**config.mk**
```make
export PLATFORM = sky130hd
export DESIGN_NAME = encoder_homing_sequencer
export DESIGN_NICKNAME = d
export VERILOG_FILES = /design/src/rtl/encoder_homing_sequencer_pkg.sv /design/src/rtl/encoder_homing_sequencer_endstop_sync.sv /design/src/rtl/encoder_homing_sequencer.sv
export SDC_FILE = /design/constraint.sdc
export NUM_CORES = 1
export LEC_CHECK = 0
export ABC_CLOCK_PERIOD_IN_PS = 8600
export CORE_MARGIN = 2
export CORE_UTILIZATION = 55
export CTS_BUF_LIST = sky130_fd_sc_hd__clkbuf_8
export DETAILED_ROUTE_END_ITERATION = 12
export GPL_TIMING_DRIVEN = 0
export PLACE_DENSITY = 0.8
export SLEW_MARGIN = 20
export SYNTH_ARGS = -nofsm -noshare
export SYNTH_HDL_FRONTEND = slang
export SYNTH_SLANG_ARGS = --single-unit
```
**constraint.sdc**
```tcl
create_clock -name clk -period 8.6 [get_ports clk]
set_input_delay 1.29 -clock clk [delete_from_list [all_inputs] [get_ports clk]]
set_output_delay 1.29 -clock clk [all_outputs]
set_load 0.01 [all_outputs]
```
**src/rtl/encoder_homing_sequencer_pkg.sv**
```systemverilog
// Shared definitions for the encoder homing sequencer: FSM state
// encodings (3-bit, exported on state_out) and motor direction constants.
package homing_pkg;

  localparam logic [2:0] ST_IDLE   = 3'd0;
  localparam logic [2:0] ST_SEEK   = 3'd1;
  localparam logic [2:0] ST_SETTLE = 3'd2;
  localparam logic [2:0] ST_ZERO   = 3'd3;
  localparam logic [2:0] ST_MOVE   = 3'd4;
  localparam logic [2:0] ST_DONE   = 3'd5;
  localparam logic [2:0] ST_FAULT  = 3'd6;

  localparam logic DIR_NEG = 1'b0;  // toward the end-stop
  localparam logic DIR_POS = 1'b1;  // away from the end-stop

  // Busy covers the active homing sequence, SEEK through DONE.
  function automatic logic is_busy(input logic [2:0] s);
    return (s >= ST_SEEK) && (s <= ST_DONE);
  endfunction

endpackage

```
**src/rtl/encoder_homing_sequencer_endstop_sync.sv**
```systemverilog
// Two-flop synchroniser for a raw asynchronous switch input.
// Reused for the end-stop and any other limit/switch inputs.
module endstop_sync (
  input  logic clk,
  input  logic rst,
  input  logic d,
  output logic q
);

  logic meta;

  // Shift the raw input through two flops; q is safe to use in clk domain.
  always_ff @(posedge clk or posedge rst) begin
    if (rst) begin
      meta <= 1'b0;
      q    <= 1'b0;
    end else begin
      meta <= d;
      q    <= meta;
    end
  end

endmodule

```
**src/rtl/encoder_homing_sequencer.sv**
```systemverilog
// Homing controller for one encoder-driven axis: seek the end-stop, settle,
// zero the quadrature decoder, move out to home_offset, report done.
// Optional stall detection is built when HOMING_STALL_DETECT_EN is defined.
module encoder_homing_sequencer
  import homing_pkg::*;
#(
  parameter int unsigned DATA_WIDTH    = 32,
  parameter int unsigned SETTLE_CYCLES = 50000,
  parameter int unsigned STALL_CYCLES  = 5000000
) (
  input  logic                  clk,
  input  logic                  rst,
  input  logic                  start,
  input  logic                  abort,
  input  logic                  endstop,
  input  logic [DATA_WIDTH-1:0] home_offset,
  input  logic [DATA_WIDTH-1:0] enc_cnt,
  output logic                  enc_rst,
  output logic                  motor_en,
  output logic                  motor_dir,
  output logic                  busy,
  output logic                  done,
  output logic                  error,
  output logic [2:0]            state_out
);

  localparam int unsigned SET_W = (SETTLE_CYCLES > 1) ? $clog2(SETTLE_CYCLES) : 1;
  localparam int unsigned STL_W = (STALL_CYCLES > 1) ? $clog2(STALL_CYCLES) : 1;

  if (SETTLE_CYCLES < 1 || STALL_CYCLES < 1) begin : g_bad_params
    $error("encoder_homing_sequencer: SETTLE_CYCLES and STALL_CYCLES must be >= 1");
  end

  logic [2:0]            state, nxt;
  logic                  es_sync;
  logic [DATA_WIDTH-1:0] cnt_s1, cnt_s2, cnt_f;
  logic [SET_W-1:0]      settle_tmr;
  logic                  settle_done;
  logic                  cnt_lt;
  logic                  offset_pos;
  logic                  start_acc;
  logic                  stall_hit;

  endstop_sync u_endstop_sync (
    .clk (clk),
    .rst (rst),
    .d   (endstop),
    .q   (es_sync)
  );

  assign state_out   = state;
  assign settle_done = (settle_tmr == SET_W'(SETTLE_CYCLES - 1));
  assign cnt_lt      = $signed(cnt_f) < $signed(home_offset);
  assign offset_pos  = !home_offset[DATA_WIDTH-1] && (home_offset != '0);

  // Multi-bit CDC filter: accept the decoder count only once two consecutive
  // samples agree; ZERO clears the whole pipe so no pre-zero value leaks into MOVE.
  always_ff @(posedge clk or posedge rst) begin
    if (rst) begin
      cnt_s1 <= '0;
      cnt_s2 <= '0;
      cnt_f  <= '0;
    end else if (state == ST_ZERO) begin
      cnt_s1 <= '0;
      cnt_s2 <= '0;
      cnt_f  <= '0;
    end else begin
      cnt_s1 <= enc_cnt;
      cnt_s2 <= cnt_s1;
      if (cnt_s1 == cnt_s2) cnt_f <= cnt_s2;
    end
  end

`ifdef HOMING_STALL_DETECT_EN
  logic [DATA_WIDTH-1:0] cnt_prev;
  logic [STL_W-1:0]      stall_tmr;
  logic                  cnt_chg;

  assign cnt_chg   = (cnt_f != cnt_prev);
  assign stall_hit = !cnt_chg && (stall_tmr == STL_W'(STALL_CYCLES - 1));

  // Stall timer: runs only in SEEK/MOVE, restarts on any filtered-count change.
  always_ff @(posedge clk or posedge rst) begin
    if (rst) begin
      cnt_prev  <= '0;
      stall_tmr <= '0;
    end else begin
      cnt_prev <= cnt_f;
      if (((state != ST_SEEK) && (state != ST_MOVE)) || cnt_chg || (nxt != state))
        stall_tmr <= '0;
      else
        stall_tmr <= stall_tmr + 1'b1;
    end
  end
`else
  assign stall_hit = 1'b0;
`endif

  // Settle timer: counts cycles spent in SETTLE.
  always_ff @(posedge clk or posedge rst) begin
    if (rst)
      settle_tmr <= '0;
    else if ((state == ST_SETTLE) && (nxt == ST_SETTLE))
      settle_tmr <= settle_tmr + 1'b1;
    else
      settle_tmr <= '0;
  end

  // Next-state logic; abort overrides every other transition.
  always_comb begin
    nxt       = state;
    start_acc = 1'b0;
    case (state)
      ST_IDLE, ST_FAULT: begin
        if (start) begin
          nxt       = ST_SEEK;
          start_acc = 1'b1;
        end
      end
      ST_SEEK: begin
        if (es_sync)        nxt = ST_SETTLE;
        else if (stall_hit) nxt = ST_FAULT;
      end
      ST_SETTLE: if (settle_done) nxt = ST_ZERO;
      ST_ZERO:   nxt = ST_MOVE;
      ST_MOVE: begin
        if (es_sync)        nxt = ST_FAULT;
        else if (!cnt_lt)   nxt = ST_DONE;
        else if (stall_hit) nxt = ST_FAULT;
      end
      ST_DONE:   nxt = ST_IDLE;
      default:   nxt = ST_IDLE;
    endcase
    if (abort) begin
      nxt       = ST_IDLE;
      start_acc = 1'b0;
    end
  end

  // State and registered outputs, all decoded from the next state so every
  // output changes on the same edge as the state it belongs to.
  // Entering MOVE from ZERO enables the motor only for a positive offset.
  always_ff @(posedge clk or posedge rst) begin
    if (rst) begin
      state     <= ST_IDLE;
      enc_rst   <= 1'b0;
      motor_en  <= 1'b0;
      motor_dir <= DIR_NEG;
      busy      <= 1'b0;
      done      <= 1'b0;
      error     <= 1'b0;
    end else begin
      state     <= nxt;
      enc_rst   <= (nxt == ST_ZERO);
      motor_en  <= (nxt == ST_SEEK) ||
                   ((nxt == ST_MOVE) && ((state == ST_MOVE) || offset_pos));
      motor_dir <= (nxt == ST_MOVE) ? DIR_POS : DIR_NEG;
      busy      <= is_busy(nxt);
      done      <= (nxt == ST_DONE);
      if (start_acc)
        error <= 1'b0;
      else if ((nxt == ST_FAULT) && (state != ST_FAULT))
        error <= 1'b1;
    end
  end

endmodule

```
==> summary.txt, run 1 <==
Run status
  • Outcome: complete, no violations

Place
  • Pre-CTS WS: 4880 ps
  • IO Port Bufs: 76
  • Placed Cells: 758
  • Area post-placement: 6860 um^2
  • Post-DP HPWL: 9.38 mm
  • Gpl congestion: 0.843

CTS
  • Post-CTS setup buffer count: 0
  • H-tree depth: 4
  • TritonCTS clock tree: yes
  • Hold buffers post-CTS: 0
  • Largest buffer count on any clock path: 2
  • CTS Buf Count: 17
  • Clock slew at reported path FFs: 70 ps
  • Sink Count: 123
  • CTS root buffer: clkbuf_8
  • Worst-Skew Late Latency: 430 ps
  • Post-CTS Resized: 0

STA
  • Final hold viol count: 0
  • Final period utilization: 0.386
  • Final WS setup: 5280 ps
  • FMAX: 301 MHz
  • RSZ-0062 raised after global routing: no
  • Endpoints failing setup: 0
  • Slew @ Worst Pin: 535 ps
  • Fin Hold WS: 383 ps
  • Fin Setup TNS: 0 ps
  • Clk_skew: 7.39 ps
  • Final slew viol count: 0
  • Minimum clock period: 3320 ps
  • Worst slew margin: 0.640

Worst setup path
  • Flop2flop setup slack: 6330 ps
  • CP max FO: 6
  • WS Path Type: in -> reg
  • Critical path arrival: 3690 ps
  • RR Startpoint: cnt_s1[0]$_DFF_PP0_
  • Kind of start point of the critical path: input pin
  • R2R Path End: cnt_f[15]$_DFFE_PP0P_
  • Worst path required time: 8960 ps
  • CP endpoint kind: flop
  • Worst-case reg-to-reg path depth: 7

Synth
  • Avg Cell Area, Syn: 10.8 um^2
  • Mapped cell area: 5900 um^2
  • Synthesized instance count: 545
  • Sequential area share after synthesis: 0.522
  • Synth Flop Type: dfrtp_1
  • Cell variety after synth: 46
  • Yosys warnings: 0
  • Ys async rst share: 1.00
  • Synth Net Count: 646
  • Number of synthesized flops with an enable pin: 0
  • Synth Register Bits: 123

Global route
  • First-pass GRT wire length: 20.7 mm
  • Antenna violations before repair: 0
  • Global Route Usage Sum: 0.236
  • GRT overflow: 0
  • Vias in the first global route: 4352
  • Largest net degree at the start of global routing: 83

Power and ir drop
  • P per Cell Area: 183 nW/um^2
  • Lkg Pwr: 3.35 nW
  • Power Total: 1.34 mW
  • VDD IR max: 0.153 mV

Cells and area
  • Diodes inserted: 0
  • Final Instance Area: 7320 um^2
  • Filler cells: 754
  • # nets final: 742
  • Fraction of layout cells with a size suffix above 1: 0.0749
  • Non-filler cells, final: 790
  • Area Overhead vs Synth: 24.2%
  • Final core occ: 0.706

Floorplan
  • Chip height: 108 um
  • I/O pin count: 78
  • Die X: 108 um
  • Die area: 11600 um^2
  • Total core area: 10400 um^2
  • Placement Rows: 37
  • Starting Density: 0.569

Hold path
  • Hold endpoint: u_endstop_sync.q$_DFF_PP0_
  • HP Class: reg -> reg
  • Hold Path Cell Cnt: 0
  • Hold Startpoint: u_endstop_sync.meta$_DFF_PP0_

Drt
  • DRC viols: 0
  • Post-route ant nets: 0
  • Average routed wire per standard cell: 15.9 um
  • Post-DR vias/cell: 5.45
  • Vias: 4304
  • Initial DRC Count: 123
  • DRT Pass-1 Iters: 5
  • DRT Wirelength: 12.6 mm

Run
  • Max_cap viols: 0
worst max-delay path: stages:
cell and delay [ps]:
clkdlybuf4s50_1 530, inv_1 60, ha_1 360, nand4_1 210, nor4_2 90, a22o_1 230, o31a_4 400, nor3_4 310
a31o_1 200
how the worst max path moves through the flow:
stage,from,endpoint,slack [ps],cells past startpoint
after floorplan,rst,busy$_DFF_PP0_,4040,1
after global placement,rst,cnt_s2[16]$_DFF_PP0_,2550,2
after detailed placement,home_offset[31],enc_rst$_DFF_PP0_,4880,9
after CTS,home_offset[31],motor_en$_DFF_PP0_,5320,9
after global routing,home_offset[31],enc_rst$_DFF_PP0_,5180,9
final,home_offset[31],motor_en$_DFF_PP0_,5280,9
flip-flops by register name (all words and copies together) (netlist names):
register,count
done,1
cnt_f,32
cnt_s1,32
motor_en,1
u_endstop_sync.meta,1
enc_rst,1
error,1
motor_dir,1
busy,1
cnt_s2,32
u_endstop_sync.q,1
settle_tmr,16
state_out,3
report_power, final:
| part | total [mW] | switching, mW | leakage, nW | internal [mW] |
|---|---|---|---|---|
| Combinational | 0.139 | 0.0689 | 1.56 | 0.0703 |
| Sequential | 0.624 | 0.0194 | 1.57 | 0.604 |
| Clock | 0.576 | 0.234 | 0.226 | 0.342 |
cell families after synthesis:
| family | synth area share |
|---|---|
| xor+xnor | 0.0654 |
| mux | 0.0543 |
| simple gates | 0.196 |
| fa+ha+maj | 0.0679 |
| buf+inv | 0.0418 |
| compound gates | 0.0526 |
| flops | 0.522 |
cell usage in the layout (no fill, tap or decap), drive strengths merged, types with 10 or more instances in the layout:
master / netlist / final
nand3: 10 / 10
nor2: 55 / 55
inv: 38 / 39
dfrtp: 123 / 123
and2: 68 / 68
a21oi: 18 / 18
xor2: 41 / 41
clkbuf: 14 / 34
mux2i: 32 / 32
nand4: 14 / 14
nand2: 17 / 17
ha: 32 / 32
clkdlybuf4s50: 0 / 76
nor4: 23 / 23
synthesized netlist by cell type (4+ instances only):
cell / count / area share
dfrtp_1: 123 / 0.52
and2_1: 68 / 0.072
nor2_1: 53 / 0.034
xor2_1: 41 / 0.061
inv_1: 38 / 0.024
ha_1: 32 / 0.068
mux2i_1: 32 / 0.054
nor4_1: 21 / 0.022
a21oi_1: 18 / 0.015
nand2_1: 17 / 0.011
nand4_1: 14 / 0.015
clkbuf_1: 13 / 0.0083
nand3_1: 10 / 0.0085
and3_1: 8 / 0.0085
o21ai_0: 7 / 0.0059
nor3_1: 4 / 0.0034
o21a_1: 4 / 0.0051
per-layer routing:
metal / global-route usage / share of wire / up-vias / wire length, um
met5: 0 / 0 / - / 0
met3: 0.0502 / 0.056 / 25 / 701
met2: 0.385 / 0.49 / 136 / 6160
met4: 0.0952 / 0.027 / 0 / 338
met1: 0.308 / 0.43 / 2093 / 5370
li1: - / - / 2050 / -
layout make-up:
cell class                 instances  area (um^2)  share of cell area
tap                              136          170              0.0232
timing repair buffer              77          788               0.108
buffer                            20          104              0.0142
inverter                          38          148              0.0202
clock buffer                      20          275              0.0376
multi-input combinational        364         2570               0.351
clock inverter                    12          188              0.0256
sequential                       123         3080               0.420
(Power assumes the default switching activity.)
==> inputs of run 2 (changes only) <==
Settings changed: ABC_CLOCK_PERIOD_IN_PS 8600 to 2790, CORE_UTILIZATION 55 to 52, PLACE_DENSITY 0.8 to 0.79.
Clock period 8.6 ns to 2.79 ns, I/O delays scaled along.
==> run 2 against run 1 <==
Net effect: utilization decreased by 3.7 points; die area is 5.6% higher; register-to-register slack worse by 5800 ps; wire length grew 1.1%; worst hold slack lost 32 ps; non-clock buffer count rose by 2; final cell count grew 0.76%; sequential cell count did not move; global-route usage is 1.6 points lower; power rose to 3.0 times the previous value; clock-buffer cell count down 3; worst setup slack worse by 4800 ps; critical path type unchanged; critical endpoint unchanged; highest routed layer unchanged.
==> summary.txt, run 2 (synthesis gave the netlist of run 1 again) <==
CTS
  • CTS root buffer: clkbuf_8
  • H-tree depth: 4
  • CTS Buf Count: 17
  • Largest buffer count on any clock path: 2
  • Post-CTS setup buffer count: 0
  • Hold buffers post-CTS: 0
  • Worst-Skew Late Latency: 430 ps
  • Sink Count: 123
  • Post-CTS Resized: 0
  • TritonCTS clock tree: yes
  • Clock slew at reported path FFs: 80 ps

Floorplan
  • Die area: 12200 um^2
  • Placement Rows: 38
  • Chip height: 110 um
  • Die X: 110 um
  • I/O pin count: 78
  • Starting Density: 0.539
  • Total core area: 10900 um^2

STA
  • Final hold viol count: 0
  • Endpoints failing setup: 0
  • RSZ-0062 raised after global routing: no
  • Minimum clock period: 2360 ps
  • Worst slew margin: 0.513
  • Fin Setup TNS: 0 ps
  • Final period utilization: 0.846
  • Clk_skew: 11.7 ps
  • FMAX: 424 MHz
  • Slew @ Worst Pin: 728 ps
  • Final slew viol count: 0

Worst setup path
  • Kind of start point of the critical path: input pin
  • Critical path arrival: 2680 ps
  • Worst-path cell chain: clkdlybuf4s50_1, inv_1, ha_1, nand4_1, nor4_2, nand4_1, o22ai_1, nor3_4, a31o_1
  • WS Path Type: in -> reg
  • CP endpoint kind: flop
  • CP max FO: 6
  • Worst path required time: 3120 ps
  • Slowest stage cell, crit path: clkdlybuf4s50_1
  • Max incr delay on CP: 490 ps
  • Most used cell along the critical path: nand4_1

Global route
  • GRT overflow: 0
  • Vias in the first global route: 4384
  • GRT Max-Usage Layer: met2
  • Met2 Use GR: 0.363
  • Global Route Usage Sum: 0.220
  • Largest net degree at the start of global routing: 36
  • First-pass GRT wire length: 21.3 mm
  • Met1 Resource Use GR: 0.282
  • Met3 usage: 0.0483
  • Antenna violations before repair: 0

Power and ir drop
  • Clk pwr share: 0.414
  • Cell Int Power: 2.98 mW
  • Power Total: 4.02 mW
  • Lkg Pwr: 3.34 nW
  • Gate power share: 0.108
  • Sw Share: 0.258
  • P per Cell Area: 549 nW/um^2
  • Sw power: 1.04 mW
  • Flop pwr share: 0.478
  • VDD IR max: 0.442 mV

Cells and area
  • Top Registers: cnt_f (32), cnt_s1 (32), cnt_s2 (32)
  • # nets final: 744
  • Most frequent cells in the layout: dfrtp_1 (123), clkdlybuf4s50_1 (76), and2_1 (68)
  • Diodes inserted: 0
  • Non-filler cells, final: 796
  • Area Overhead vs Synth: 24.1%
  • Fraction of layout cells with a size suffix above 1: 0.0777
  • Most common cell after layout, fill and taps aside: dfrtp_1

Place
  • Placed Cells: 764
  • Gpl congestion: 0.958
  • IO Port Bufs: 76
  • Post-DP HPWL: 9.64 mm

Drt
  • DRT Wirelength: 12.7 mm
  • Average routed wire per standard cell: 16.0 um
  • Post-DR vias/cell: 5.34
  • Vias: 4254
  • DRC viols: 0
  • Initial DRC Count: 241
  • DRT Pass-1 Iters: 4
  • Post-route ant nets: 0

Run
  • Max_cap viols: 0

Hold path
  • HP Class: reg -> reg

Run status
  • Outcome: complete, no violations
==> run 2: cell types whose count changed in the layout (fill, tap and decap cells not counted), sizes merged <==
cell,previous run,this run
inv,39,43
clkbuf,34,31
clkinv,5,3
bufinv,4,3
buf,7,9
clkinvlp,2,4
==> run 2: final timing paths <==
kind,end,slack [ps],start,depth (start not counted)
worst max-delay path,motor_en$_DFF_PP0_,430,home_offset[31],9
worst min register to register,u_endstop_sync.q$_DFF_PP0_,350,u_endstop_sync.meta$_DFF_PP0_,0
max in group asynchronous,cnt_s2[20]$_DFF_PP0_,1540,rst,4
worst max register to register,motor_en$_DFF_PP0_,560,cnt_f[31]$_DFFE_PP0P_,7
min in group asynchronous,u_endstop_sync.meta$_DFF_PP0_,450,rst,2
worst min-delay path,u_endstop_sync.q$_DFF_PP0_,350,u_endstop_sync.meta$_DFF_PP0_,0
==> run 2: critical path, delay by kind of cell <==
family,cells,cell delay (ps)
adder cells (fa/ha/maj),1,350
buffers and inverters,2,540
AND/OR/NAND/NOR,4,870
AO/OA/AOI/OAI,2,490
==> run 2: layer usage <==
layer	up-vias	routed length [um]
li1	2053	-
met1	2086	5690
met2	90	6290
met3	25	419
met4	0	301
met5	-	0
==> run 2: power groups by stage <==
stage | sequential [mW] | clock [mW] | combinational, mW
floorplan | 1.94 | 0 | 0.226
global placement | 1.95 | 0 | 0.410
detailed placement | 1.96 | 0 | 0.433
CTS | 1.92 | 1.69 | 0.438
global route | 1.93 | 1.78 | 0.476
finish | 1.92 | 1.67 | 0.434
==> run 2: stage by stage <==
step | setup slack (ps) | instance area, um^2 | util | hold slack [ps]
3_5_place_dp | -21.4 | 6900 | 0.631 | 335
5_1_grt | 283 | 7320 | 0.669 | 360
6_report | 431 | 7320 | 0.669 | 351
2_1_floorplan | 748 | 5900 | - | 331
3_3_place_gp | -179 | 6840 | 0.625 | 337
4_1_cts | 437 | 7320 | 0.669 | 353
==> run 2: area by class of cell <==
cell class	count	area, um^2
Buffer	20	104
Clock buffer	17	234
Clock inverter	15	188
Fill cell	838	3620
Inverter	38	146
Multi-Input combinational cell	364	2570
Sequential cell	123	3080
Tap cell	140	175
Timing Repair Buffer	79	821
==> inputs of run 3 (changes only) <==
Settings changed: ABC_CLOCK_PERIOD_IN_PS 2790 to 2150.
Clock period 2.79 ns to 2.15 ns, I/O delays scaled along.
==> run 3 against run 2 <==
Net effect: die area stayed put; critical path depth unchanged; non-clock buffer count grew 6; sequential cell count unchanged; first-iteration DRC count rose by 6.2%; combinational power rose by 34%; critical path type unchanged; highest routed layer unchanged.
==> summary.txt, run 3 (synthesis gave the netlist of run 1 again) <==
Cells and area
  • Most frequent cells in the layout: dfrtp_1 (123), and2_1 (68), clkdlybuf4s50_1 (67)
  • Area Overhead vs Synth: 27.7%
  • Non-filler cells, final: 802
  • Diodes inserted: 0
  • # nets final: 750
  • Most common cell after layout, fill and taps aside: dfrtp_1
  • Filler cells: 799
  • Fraction of layout cells with a size suffix above 1: 0.112
  • Top Registers: cnt_f (32), cnt_s1 (32), cnt_s2 (32)

Drt
  • Wire length on met3: 529 um
  • Post-route ant nets: 0
  • Average routed wire per standard cell: 16.3 um
  • Routed met2 length: 6.60 mm
  • DRT Wirelength: 13.0 mm
  • DRC viols: 0
  • Highest metal used: met4
  • Vias: 4329
  • Met1 WL: 5.69 mm
  • Initial DRC Count: 256
  • DRT Pass-1 Iters: 4
  • Post-DR vias/cell: 5.40

Global route
  • Largest net degree at the start of global routing: 36
  • Vias in the first global route: 4396
  • Antenna violations before repair: 0
  • GRT overflow: 0
  • First-pass GRT wire length: 21.3 mm
  • Global Route Usage Sum: 0.220

Place
  • Post-DP HPWL: 9.64 mm
  • IO Port Bufs: 76
  • Placed Cells: 764
  • Gpl congestion: 0.958

STA
  • Fin Setup TNS: 0 ps
  • Fin Hold WS: 301 ps
  • Slew @ Worst Pin: 731 ps
  • Endpoints failing setup: 0
  • RSZ-0062 raised after global routing: yes
  • Minimum clock period: 2130 ps
  • Final slew viol count: 0
  • Clk_skew: 14.3 ps
  • Worst slew margin: 0.512
  • Final hold viol count: 0
  • Final period utilization: 0.992
  • FMAX: 469 MHz

Hold path
  • HP Class: in -> reg
  • Hold Path Cell Cnt: 2
  • Hold Startpoint: abort
  • Hold endpoint: state_out[1]$_DFF_PP0_

CTS
  • Clock slew at reported path FFs: 80 ps
  • CTS root buffer: clkbuf_8
  • Worst-Skew Late Latency: 440 ps
  • Sink Count: 123
  • TritonCTS clock tree: yes
  • CTS Buf Count: 17
  • Hold buffers post-CTS: 0
  • H-tree depth: 4
  • Largest buffer count on any clock path: 2

Floorplan
  • Starting Density: 0.539
  • Total core area: 10900 um^2
  • Die X: 110 um
  • Placement Rows: 38
  • Chip height: 110 um
  • I/O pin count: 78
  • Die area: 12200 um^2

Power and ir drop
  • P per Cell Area: 696 nW/um^2
  • Lkg Pwr: 3.46 nW
  • VDD IR max: 0.575 mV

Worst setup path
  • WS Path Type: in -> reg
  • Critical path arrival: 2500 ps
  • Worst path required time: 2520 ps
  • R2R Path End: settle_tmr[15]$_DFF_PP0_
  • CP max FO: 6
  • Kind of start point of the critical path: input pin
  • CP endpoint kind: flop
  • Worst-case reg-to-reg path depth: 7
  • Flop2flop setup slack: 20 ps
  • RR Startpoint: cnt_f[28]$_DFFE_PP0P_

Run
  • Max_cap viols: 0

Run status
  • Outcome: complete, no violations
[run 3: cell types whose count changed in the layout (fill, tap and decap cells not counted), sizes merged]
cell and delta:
dlymetal6s2s +9, clkdlybuf4s50 -9, buf +6
[run 3: worst max-delay path, stage by stage]
cell and delay, ps:
clkdlybuf4s50_1 510, inv_1 90, ha_4 250, nand4_1 130
nor2_1 70, a22o_1 220, o31a_4 390, nor3_4 320
and3_1 190
[run 3: worst max path at each step]
stage                                      from                  endpoint  slack [ps]  cells after the start
after global placement                      rst      cnt_s2[18]$_DFF_PP0_        -720                      2
after floorplan           cnt_f[31]$_DFFE_PP0P_  settle_tmr[15]$_DFF_PP0_         200                      7
final                           home_offset[27]  settle_tmr[15]$_DFF_PP0_          20                      9
after detailed placement        home_offset[31]        motor_en$_DFF_PP0_        -570                      9
after CTS                   cnt_s1[0]$_DFF_PP0_     cnt_f[27]$_DFFE_PP0P_          30                      7
after global routing            home_offset[17]        motor_en$_DFF_PP0_         -40                      9
[run 3: routing by layer]
layer | up-vias | track usage
met3 | 22 | 0.0494
met5 | - | 0
li1 | 2053 | -
met1 | 2132 | 0.282
met4 | 0 | 0.0908
met2 | 122 | 0.362
[run 3: area by class of cell]
class / instances / area [um^2] / share of cell area
sequential: 123 / 3080 / 0.409
multi-input combinational: 364 / 2720 / 0.361
timing repair buffer: 85 / 888 / 0.118
clock buffer: 17 / 234 / 0.0311
clock inverter: 15 / 188 / 0.0249
tap: 140 / 175 / 0.0233
inverter: 38 / 146 / 0.0194
buffer: 20 / 104 / 0.0138
[run 3: timing repair]
| action | in CTS | in global routing |
|---|---|---|
| gates resized for setup | 3 | 28 |
| gates cloned | 0 | 0 |
| buffers inserted | 0 | 6 |
| pin swaps | 5 | 12 |
| setup endpoints to repair | 8 | 38 |
[run 3: where the power goes]
group	leakage (nW)	switching (mW)	internal, mW
Combinational	1.69	0.292	0.290
Clock	0.204	0.995	1.17
Sequential	1.57	0.0764	2.42
Total	3.46	1.36	3.87
[run 3: stage by stage]
step	total power, mW	util	setup slack [ps]	instance area [um^2]
2_1_floorplan	2.82	-	202	5900
3_3_place_gp	3.07	0.625	-723	6840
3_5_place_dp	3.10	0.631	-565	6900
4_1_cts	5.26	0.671	27.7	7340
5_1_grt	5.45	0.688	-44.6	7530
6_report	5.24	0.688	17.2	7530
